## src/rtl/stream_pkg.sv

```systemverilog
// Shared pacer state encoding and underflow-count constants for stream_pacer.
package stream_pkg;

  typedef enum logic [1:0] {
    ST_IDLE  = 2'd0,
    ST_PRIME = 2'd1,
    ST_RUN   = 2'd2
  } pacer_state_t;

  localparam int UFLOW_COUNT_W = 8;
  localparam logic [UFLOW_COUNT_W-1:0] UFLOW_COUNT_MAX = '1;

  function automatic logic [UFLOW_COUNT_W-1:0] sat_inc(input logic [UFLOW_COUNT_W-1:0] v);
    return (v == UFLOW_COUNT_MAX) ? v : v + 1'b1;
  endfunction

endpackage

```

## src/rtl/stream_fifo.sv

```systemverilog
// Circular-buffer FIFO with registered level; head is the oldest stored word (no fall-through).
module stream_fifo #(
  parameter int DATA_SIZE  = 16,
  parameter int FIFO_DEPTH = 4,
  localparam int LVL_W     = $clog2(FIFO_DEPTH + 1)
) (
  input  logic                 clk,
  input  logic                 rst_n,
  input  logic                 push,
  input  logic                 pop,
  input  logic [DATA_SIZE-1:0] push_data,
  output logic [DATA_SIZE-1:0] head,
  output logic [LVL_W-1:0]     level,
  output logic                 full,
  output logic                 empty
);

  localparam int PTR_W = $clog2(FIFO_DEPTH);

  logic [DATA_SIZE-1:0] mem [FIFO_DEPTH];
  logic [PTR_W-1:0]     wr_ptr;
  logic [PTR_W-1:0]     rd_ptr;
  logic                 do_push;
  logic                 do_pop;

  function automatic logic [PTR_W-1:0] next_ptr(input logic [PTR_W-1:0] p);
    return (p == PTR_W'(FIFO_DEPTH - 1)) ? '0 : p + 1'b1;
  endfunction

  assign full    = (level == LVL_W'(FIFO_DEPTH));
  assign empty   = (level == '0);
  assign do_push = push && !full;
  assign do_pop  = pop && !empty;
  assign head    = mem[rd_ptr];

  // Storage is deliberately left unreset; level alone decides what is valid.
  always_ff @(posedge clk) begin
    if (do_push) mem[wr_ptr] <= push_data;
  end

  always_ff @(posedge clk or negedge rst_n) begin
    if (!rst_n) begin
      wr_ptr <= '0;
      rd_ptr <= '0;
      level  <= '0;
    end else begin
      if (do_push) wr_ptr <= next_ptr(wr_ptr);
      if (do_pop)  rd_ptr <= next_ptr(rd_ptr);
      case ({do_push, do_pop})
        2'b10:   level <= level + 1'b1;
        2'b01:   level <= level - 1'b1;
        default: level <= level;
      endcase
    end
  end

endmodule

```

## src/rtl/stream_pacer.sv

```systemverilog
// Releases buffered words one per PERIOD-cycle slot once the FIFO is primed.
// Optional STREAM_PACER_UNDERFLOW_COUNT_EN adds a saturating underflow_count output.
module stream_pacer
  import stream_pkg::*;
#(
  parameter int DATA_SIZE   = 16,
  parameter int FIFO_DEPTH  = 4,
  parameter int PERIOD      = 8,
  parameter int PRIME_LEVEL = 2
) (
  input  logic                     clk,
  input  logic                     rst_n,
  input  logic                     enable,
  input  logic                     in_valid,
  output logic                     in_ready,
  input  logic [DATA_SIZE-1:0]     in_data,
  output logic                     out_valid,
  output logic [DATA_SIZE-1:0]     out_data,
  input  logic                     clear_underflow,
  output logic                     underflow
`ifdef STREAM_PACER_UNDERFLOW_COUNT_EN
  ,
  output logic [UFLOW_COUNT_W-1:0] underflow_count
`endif
);

  localparam int LVL_W = $clog2(FIFO_DEPTH + 1);
  localparam int CNT_W = $clog2(PERIOD);

  pacer_state_t         state_q;
  pacer_state_t         state_d;
  logic [CNT_W-1:0]     cnt_q;
  logic [CNT_W-1:0]     cnt_d;
  logic [LVL_W-1:0]     level;
  logic [DATA_SIZE-1:0] head;
  logic                 full;
  logic                 empty;
  logic                 push;
  logic                 pop;
  logic                 uflow_evt;

  assign in_ready = !full;
  assign push     = in_valid && in_ready;

  stream_fifo #(
    .DATA_SIZE (DATA_SIZE),
    .FIFO_DEPTH(FIFO_DEPTH)
  ) u_fifo (
    .clk      (clk),
    .rst_n    (rst_n),
    .push     (push),
    .pop      (pop),
    .push_data(in_data),
    .head     (head),
    .level    (level),
    .full     (full),
    .empty    (empty)
  );

  // Dropping enable overrides everything, so a disabled pacer never pops or flags underflow.
  always_comb begin
    state_d   = state_q;
    cnt_d     = cnt_q;
    pop       = 1'b0;
    uflow_evt = 1'b0;
    if (!enable) begin
      state_d = ST_IDLE;
      cnt_d   = '0;
    end else begin
      case (state_q)
        ST_IDLE: state_d = ST_PRIME;
        ST_PRIME: begin
          if (level >= LVL_W'(PRIME_LEVEL)) begin
            state_d = ST_RUN;
            cnt_d   = '0;
          end
        end
        ST_RUN: begin
          cnt_d = (cnt_q == CNT_W'(PERIOD - 1)) ? '0 : cnt_q + 1'b1;
          if (cnt_q == '0) begin
            if (empty) begin
              uflow_evt = 1'b1;
              state_d   = ST_PRIME;
            end else begin
              pop = 1'b1;
            end
          end
        end
        default: state_d = ST_IDLE;
      endcase
    end
  end

  always_ff @(posedge clk or negedge rst_n) begin
    if (!rst_n) begin
      state_q   <= ST_IDLE;
      cnt_q     <= '0;
      out_valid <= 1'b0;
      out_data  <= '0;
      underflow <= 1'b0;
    end else begin
      state_q   <= state_d;
      cnt_q     <= cnt_d;
      out_valid <= pop;
      if (pop) out_data <= head;
      if (uflow_evt) underflow <= 1'b1;
      else if (clear_underflow) underflow <= 1'b0;
    end
  end

`ifdef STREAM_PACER_UNDERFLOW_COUNT_EN
  // A clear coinciding with an event restarts the count at one rather than losing the event.
  always_ff @(posedge clk or negedge rst_n) begin
    if (!rst_n) begin
      underflow_count <= '0;
    end else if (clear_underflow) begin
      underflow_count <= uflow_evt ? UFLOW_COUNT_W'(1) : '0;
    end else if (uflow_evt) begin
      underflow_count <= sat_inc(underflow_count);
    end
  end
`endif

endmodule

```

## config.mk

```make
export PLATFORM = sky130hd
export DESIGN_NAME = stream_pacer
export DESIGN_NICKNAME = d
export VERILOG_FILES = /design/src/rtl/stream_pkg.sv /design/src/rtl/stream_fifo.sv /design/src/rtl/stream_pacer.sv
export SDC_FILE = /design/constraint.sdc
export NUM_CORES = 1
export LEC_CHECK = 0
export CORE_MARGIN = 5
export CORE_UTILIZATION = 25
export DETAILED_ROUTE_END_ITERATION = 16
export PLACE_DENSITY = 0.54
export SYNTH_ARGS = -nofsm -noshare
export SYNTH_HDL_FRONTEND = slang
export SYNTH_SLANG_ARGS = --single-unit
```

## constraint.sdc

```tcl
create_clock -name clk -period 4.03 [get_ports clk]
set_clock_uncertainty 0.15 [all_clocks]
set_input_delay 0.806 -clock clk [delete_from_list [all_inputs] [get_ports clk]]
set_output_delay 0.806 -clock clk [all_outputs]
set_load 0.02 [all_outputs]
```

==> flow_summary.ini, run 1 <==
[status]
status = finished, final reports clean

[pwr]
combPwrFrac_pct = 28.9
internal_power_mw = 2.258
power_density_nw_per_um2 = 698.5
p_seq_share_pct = 46.6
power_mw = 3.218
power_leakage_nw = 1.696
power.share.switching_pct = 29.83
vdd_drop_max_mv = 0.2222
switchingPower_mw = 0.9600
p_clk_share_pct = 24.5

[place]
numPortBuffers = 39
place.gp.congestion = 0.7219
dp_slack_ns = 1.138
post-dp-hpwl_um = 4378

[synthesis]
ys_async_sr_fraction_pct = 31.91
ys_ff_latch = 94
synth_top_area_share_pct = 51.08
synth_edf_count = 64
syn_nets = 226
yosys_warnings = 0
synthCells = 195
ys_seq_area_share_pct = 71.03
syn_area_um2 = 3762
yosys-top-cells-area = edfxtp_1 (51%), dfrtp_1 (20%), mux4_2 (6.6%), mux2_2 (5.1%), mux4_1 (3.5%)
synth_ff_type = edfxtp_1
synth_top_area_cell = edfxtp_1
synth.avg_cell_area_um2 = 19.29
synth_cell_types = 38

[floorplan]
dieArea_um2 = 17600
rows = 44
start_util_pct = 25.69
die_x_um = 132.7
die-height_um = 132.7
core_area_um2 = 14640
io_pins = 40

[grt]
grt_overflow = 0
grt_start_max_net_pins = 31
track_usage_pct = 8.224
grt_pass1_wl_um = 11110
antenna_found_initial = 0
grt_pass1_vias = 1989

[route]
antenna_left = 0
dr_total_vias = 1803
route.detailed.drc = 0
wirelength_um = 6822
drt_first_pass_iters = 4
drtIter0Drc = 88
via_per_inst = 4.203
wl_per_cell_um = 15.90

[clock_network]
ctsHoldBuffers = 0
cts_resized = 0
cts_buffers = 9
clockRootBuffer = clkbuf_16
h-tree-depth = 3
clk_latency_ns = 0.33
tritoncts = done
post_cts_buffers = 0
clk_path_buf_depth = 2
cts.sinks = 94
clk_pin_slew_worst_paths_ns = 0.06

[timing]
setup-violations-final = 0
fin_crit_sh_pct = 67.37
whs_ns = 0.3567
fin_tns_setup_ns = 0
final_hold_viol_count = 0
slew_headroom_pct = 28.75
fin_ws_ns = 1.315
slew_violations = 0
tightestPinTransition_ns = 1.069
fin_crit_ns = 2.715
clock.fmax_mhz = 368.3
grt_setup_unrepaired = no

[hold_path]
hold_path_end = out_data[3]
min_from = out_data[3]
holdPathStages = 1
min_path_type = reg -> reg

[layout]
layout-drive-gt1-share_pct = 19.59
register_area_um2 = 2673
antenna_cells = 0
multiInputGateArea_um2 = 989.7
n_fill_cell = 1443
area_growth_pct = 22.45
layout.nets = 271

[critical_path]
cp-start-kind = flip-flop
critPathArrivalTime_ns = 1.76
cp_max_fo = 6
r2r_slack_ns = 1.68
worst_path_max_delay_cell = clkdlybuf4s50_1
path_class = reg -> out
worst_setup_path_end_kind = primary output
r2r-start = u_fifo.level[2]
worstPathRequired_ns = 3.07
worstRegToRegCells = 9
cp_cell_sequence = or3b_4 -> clkdlybuf4s50_1
cpPeakStageDelay_ns = 0.56
rr_endpoint = u_fifo.level[2]

[run]
cap_violations = 0
[worst max path at each step]
stage | from | endpoint | slack (ns) | depth (start not counted)
global placement | enable | u_fifo.level[2] | 1.17 | 9
CTS | u_fifo.level[2] | in_ready | 1.28 | 2
finish | u_fifo.level[2] | in_ready | 1.31 | 2
detailed placement | enable | u_fifo.level[2] | 1.14 | 9
floorplan | enable | u_fifo.level[2] | 1.72 | 9
global route | u_fifo.level[2] | in_ready | 1.25 | 2
[through the flow]
step	cell area, um2	utilization [%]	cells
after floorplan	3762	-	195
after global placement	4330	29.57	413
after detailed placement	4330	29.57	413
after CTS	4607	31.46	429
after global routing	4607	31.46	429
final	4607	31.46	429
[cell type report]
class                   instances  share of cell area [%]
clock buffers                  12                   5.350
clock inverters                 4                  0.6518
inverters                      12                  0.9777
multi-input cells              83                   21.48
flip-flops and latches         94                   58.01
well taps                     184                   4.997
repair buffers                 40                   8.528
[worst max-delay path: cells and delay by family (launching register included)]
kind / cells / cell delay, ns
buffers and inverters: 1 / 0.56
and+or+nand+nor: 1 / 0.44
DFF: 1 / 0.42
[cells in the mapped netlist (all sizes together), types with 5 or more instances]
cell type / instances
edfxtp: 64
ha: 9
buf: 5
mux2: 20
inv: 12
and3: 5
nor2: 5
dfrtp: 30
mux4: 16
[cells by family after synthesis]
family / after synthesis / synth area share, %
XOR/XNOR: 3 / 0.6985
buffers and inverters: 18 / 2.660
adder cells (fa/ha/maj): 10 / 3.525
AO/OA/AOI/OAI: 11 / 2.095
multiplexers: 37 / 16.53
AND/OR/NAND/NOR: 22 / 3.458
flip-flops: 94 / 71.03
[power by group through the flow]
stage,combinational (mW),clock (mW),sequential (mW)
6_report,0.930,0.788,1.50
5_1_grt,1.01,0.850,1.54
4_1_cts,0.955,0.816,1.51
3_5_place_dp,0.951,0,1.53
3_3_place_gp,0.937,0,1.52
2_1_floorplan,0.605,0,1.52
[placed cells by master, fill, tap and decap left out, types with 2 or more instances in the layout]
master	count
a21boi_0	2
and3_1	5
clkbuf_1	2
clkbuf_16	9
clkdlybuf4s50_1	38
dfrtp_1	30
edfxtp_1	64
ha_1	9
inv_1	12
inv_6	2
mux2_2	17
mux2_4	2
mux4_1	5
mux4_2	11
nand2b_1	2
nor2_1	5
nor2b_1	2
o211ai_1	2
or3_1	2
xor2_1	2
[sequential cells by signal (all words and copies together) (netlist names)]
signal and cells:
u_fifo.mem 64, out_data 16, cnt_q 3, u_fifo.level 3, state_q 2, u_fifo.rd_ptr 2, u_fifo.wr_ptr 2, out_valid 1
underflow 1
[layer usage]
layer  up-vias  wire length, um  track usage, %
li1        842                -               -
met1       917             2926           9.571
met2        36             3509           14.21
met4         0               95           2.598
met5         -                0               0
met3         8              291           2.923
No activity file was read; power rests on OpenSTA's default activity.
==> run 2: changes to the inputs <==
==> constraint.sdc (replaced) <==
create_clock -name clk -period 2.7 [get_ports clk]
set_clock_uncertainty 0.15 [all_clocks]
set_input_delay 0.54 -clock clk [delete_from_list [all_inputs] [get_ports clk]]
set_output_delay 0.54 -clock clk [all_outputs]
set_load 0.02 [all_outputs]
==> run 2 against run 1 <==
Effect of this change:
- global-route usage is 0.052 points lower
- clock power is 59% higher
- sequential share of layout area is 0.99 points lower
- hold slack worse by 0.24 ns
- flip-flop and latch count stayed put
- critical path depth stayed put
- first-iteration DRC count is 1.1% lower
- via count is 2.8% higher
- final area is 1.7% higher
- total power is 53% higher
==> flow_summary.ini, run 2 (synthesized netlist as in run 1, its figures left out) <==
[timing]
tightestPinTransition_ns = 0.8517
slew_headroom_pct = 43.22
fin_tns_setup_ns = 0
grt_setup_unrepaired = no
fin_crit_ns = 2.439
final_hold_viol_count = 0
clock.fmax_mhz = 410.0
fin_ws_ns = 0.2609
slew_violations = 0
fin_crit_sh_pct = 90.34
whs_ns = 0.1174
setup-violations-final = 0

[grt]
grt_start_max_net_pins = 31
grt_overflow = 0
grt_pass1_vias = 2081
grt_pass1_wl_um = 11040
track_usage_pct = 8.172
antenna_found_initial = 0

[route]
dr_total_vias = 1853
wl_per_cell_um = 15.88
antenna_left = 0
drt_first_pass_iters = 4
wirelength_um = 6909
via_per_inst = 4.260
route.detailed.drc = 0
drtIter0Drc = 87

[clock_network]
clk_latency_ns = 0.33
cts.sinks = 94
ctsHoldBuffers = 0
clockRootBuffer = clkbuf_16
post_cts_buffers = 0
tritoncts = done
clk_pin_slew_worst_paths_ns = 0.07
cts_buffers = 9
cts_resized = 0
clk_path_buf_depth = 2
h-tree-depth = 3

[place]
numPortBuffers = 39
dp_slack_ns = 0.2285
dp_cells = 419
place.gp.congestion = 0.6703
post-dp-hpwl_um = 4452

[pwr]
power.share.switching_pct = 29.41
p_seq_share_pct = 44.6
combPwrFrac_pct = 30.1
power_mw = 4.932
p_clk_share_pct = 25.3
vdd_drop_max_mv = 0.3607
internal_power_mw = 3.482
power_density_nw_per_um2 = 1052
switchingPower_mw = 1.451
power_leakage_nw = 1.733

[layout]
final_common_cell = edfxtp_1
largest_reg_flops = 64
largest_registers = u_fifo.mem (64), out_data (16)
antenna_cells = 0
max_flop_register = u_fifo.mem
fin_cells = 435
layout.nets = 277
n_fill_cell = 1424
final_cell_mix = edfxtp_1 (64), clkdlybuf4s50_1 (38), dfrtp_1 (30)
area_growth_pct = 24.58
layout-drive-gt1-share_pct = 21.91

[floorplan]
io_pins = 40
rows = 44
start_util_pct = 25.69
die_x_um = 132.7
die-height_um = 132.7
dieArea_um2 = 17600
core_area_um2 = 14640

[run]
cap_violations = 0

[critical_path]
path_class = reg -> out
critPathArrivalTime_ns = 1.75
worstRegToRegCells = 9
worst_setup_path_end_kind = primary output
cp_max_fo = 6
cp-start-kind = flip-flop
worstPathRequired_ns = 2.01

[hold_path]
min_path_type = in -> async

[status]
status = finished, final reports clean
-- run 2: changes by cell type in the layout (fill, tap and decap cells not counted), sizes merged --
cell      delta
bufinv       +1
inv          -1
clkbuf       -2
clkinvlp     +2
buf          +6
-- run 2: final cells by class --
| class | count | area (um2) | area share, % |
|---|---|---|---|
| Inverter | 12 | 45.04 | 0.9610 |
| Clock inverter | 6 | 70.07 | 1.495 |
| Tap cell | 184 | 230.2 | 4.912 |
| Sequential cell | 94 | 2673 | 57.02 |
| Timing Repair Buffer | 46 | 450.4 | 9.610 |
| Multi-Input combinational cell | 83 | 989.7 | 21.12 |
| Clock buffer | 10 | 229.0 | 4.885 |
-- run 2: final timing paths --
path,startpoint,end,slack (ns)
hold / removal,rst_n,out_data[8],0.12
hold reg to reg,out_data[5],out_data[5],0.36
setup reg to reg,u_fifo.level[1],u_fifo.level[2],0.38
max in group asynchronous,rst_n,cnt_q[0],1.80
setup / recovery,u_fifo.level[1],in_ready,0.26
min in group clk,out_data[5],out_data[5],0.36
-- run 2: layer usage --
layer  part of all wire, %  GRT usage (%)  routed length, um
met1                    41          8.544               2857
met4                   1.2          2.425                 83
met2                    53          15.34               3696
met5                     0              0                  0
met3                   3.9          2.885                271
-- run 2: critical path, stage by stage, from the launching register on --
cell	delay, ns
dfrtp_1	0.42
or3b_4	0.44
clkdlybuf4s50_1	0.56
-- run 2: power by group through the flow --
| stage | clock [mW] | combinational (mW) | sequential (mW) |
|---|---|---|---|
| detailed placement | 0 | 1.53 | 2.24 |
| floorplan | 0 | 0.903 | 2.27 |
| finish | 1.25 | 1.49 | 2.20 |
| global placement | 0 | 1.51 | 2.22 |
| CTS | 1.29 | 1.53 | 2.21 |
| global route | 1.35 | 1.62 | 2.25 |
-- run 2: through the flow --
stage	util (%)	instance area, um2
after floorplan	-	3762
after global placement	29.96	4388
after detailed placement	29.96	4388
after CTS	32.01	4687
after global routing	32.01	4687
final	32.01	4687
==> run 3: changes to the inputs <==
--- a/config.mk
+++ b/config.mk
@@ -8,6 +8,7 @@
 export CORE_MARGIN = 5
 export CORE_UTILIZATION = 25
 export DETAILED_ROUTE_END_ITERATION = 16
+export HOLD_SLACK_MARGIN = 0.1
 export PLACE_DENSITY = 0.54
 export SYNTH_ARGS = -nofsm -noshare
 export SYNTH_HDL_FRONTEND = slang
==> results of run 3 <==
Final layout, timing and power as in run 2 (identical DEF).
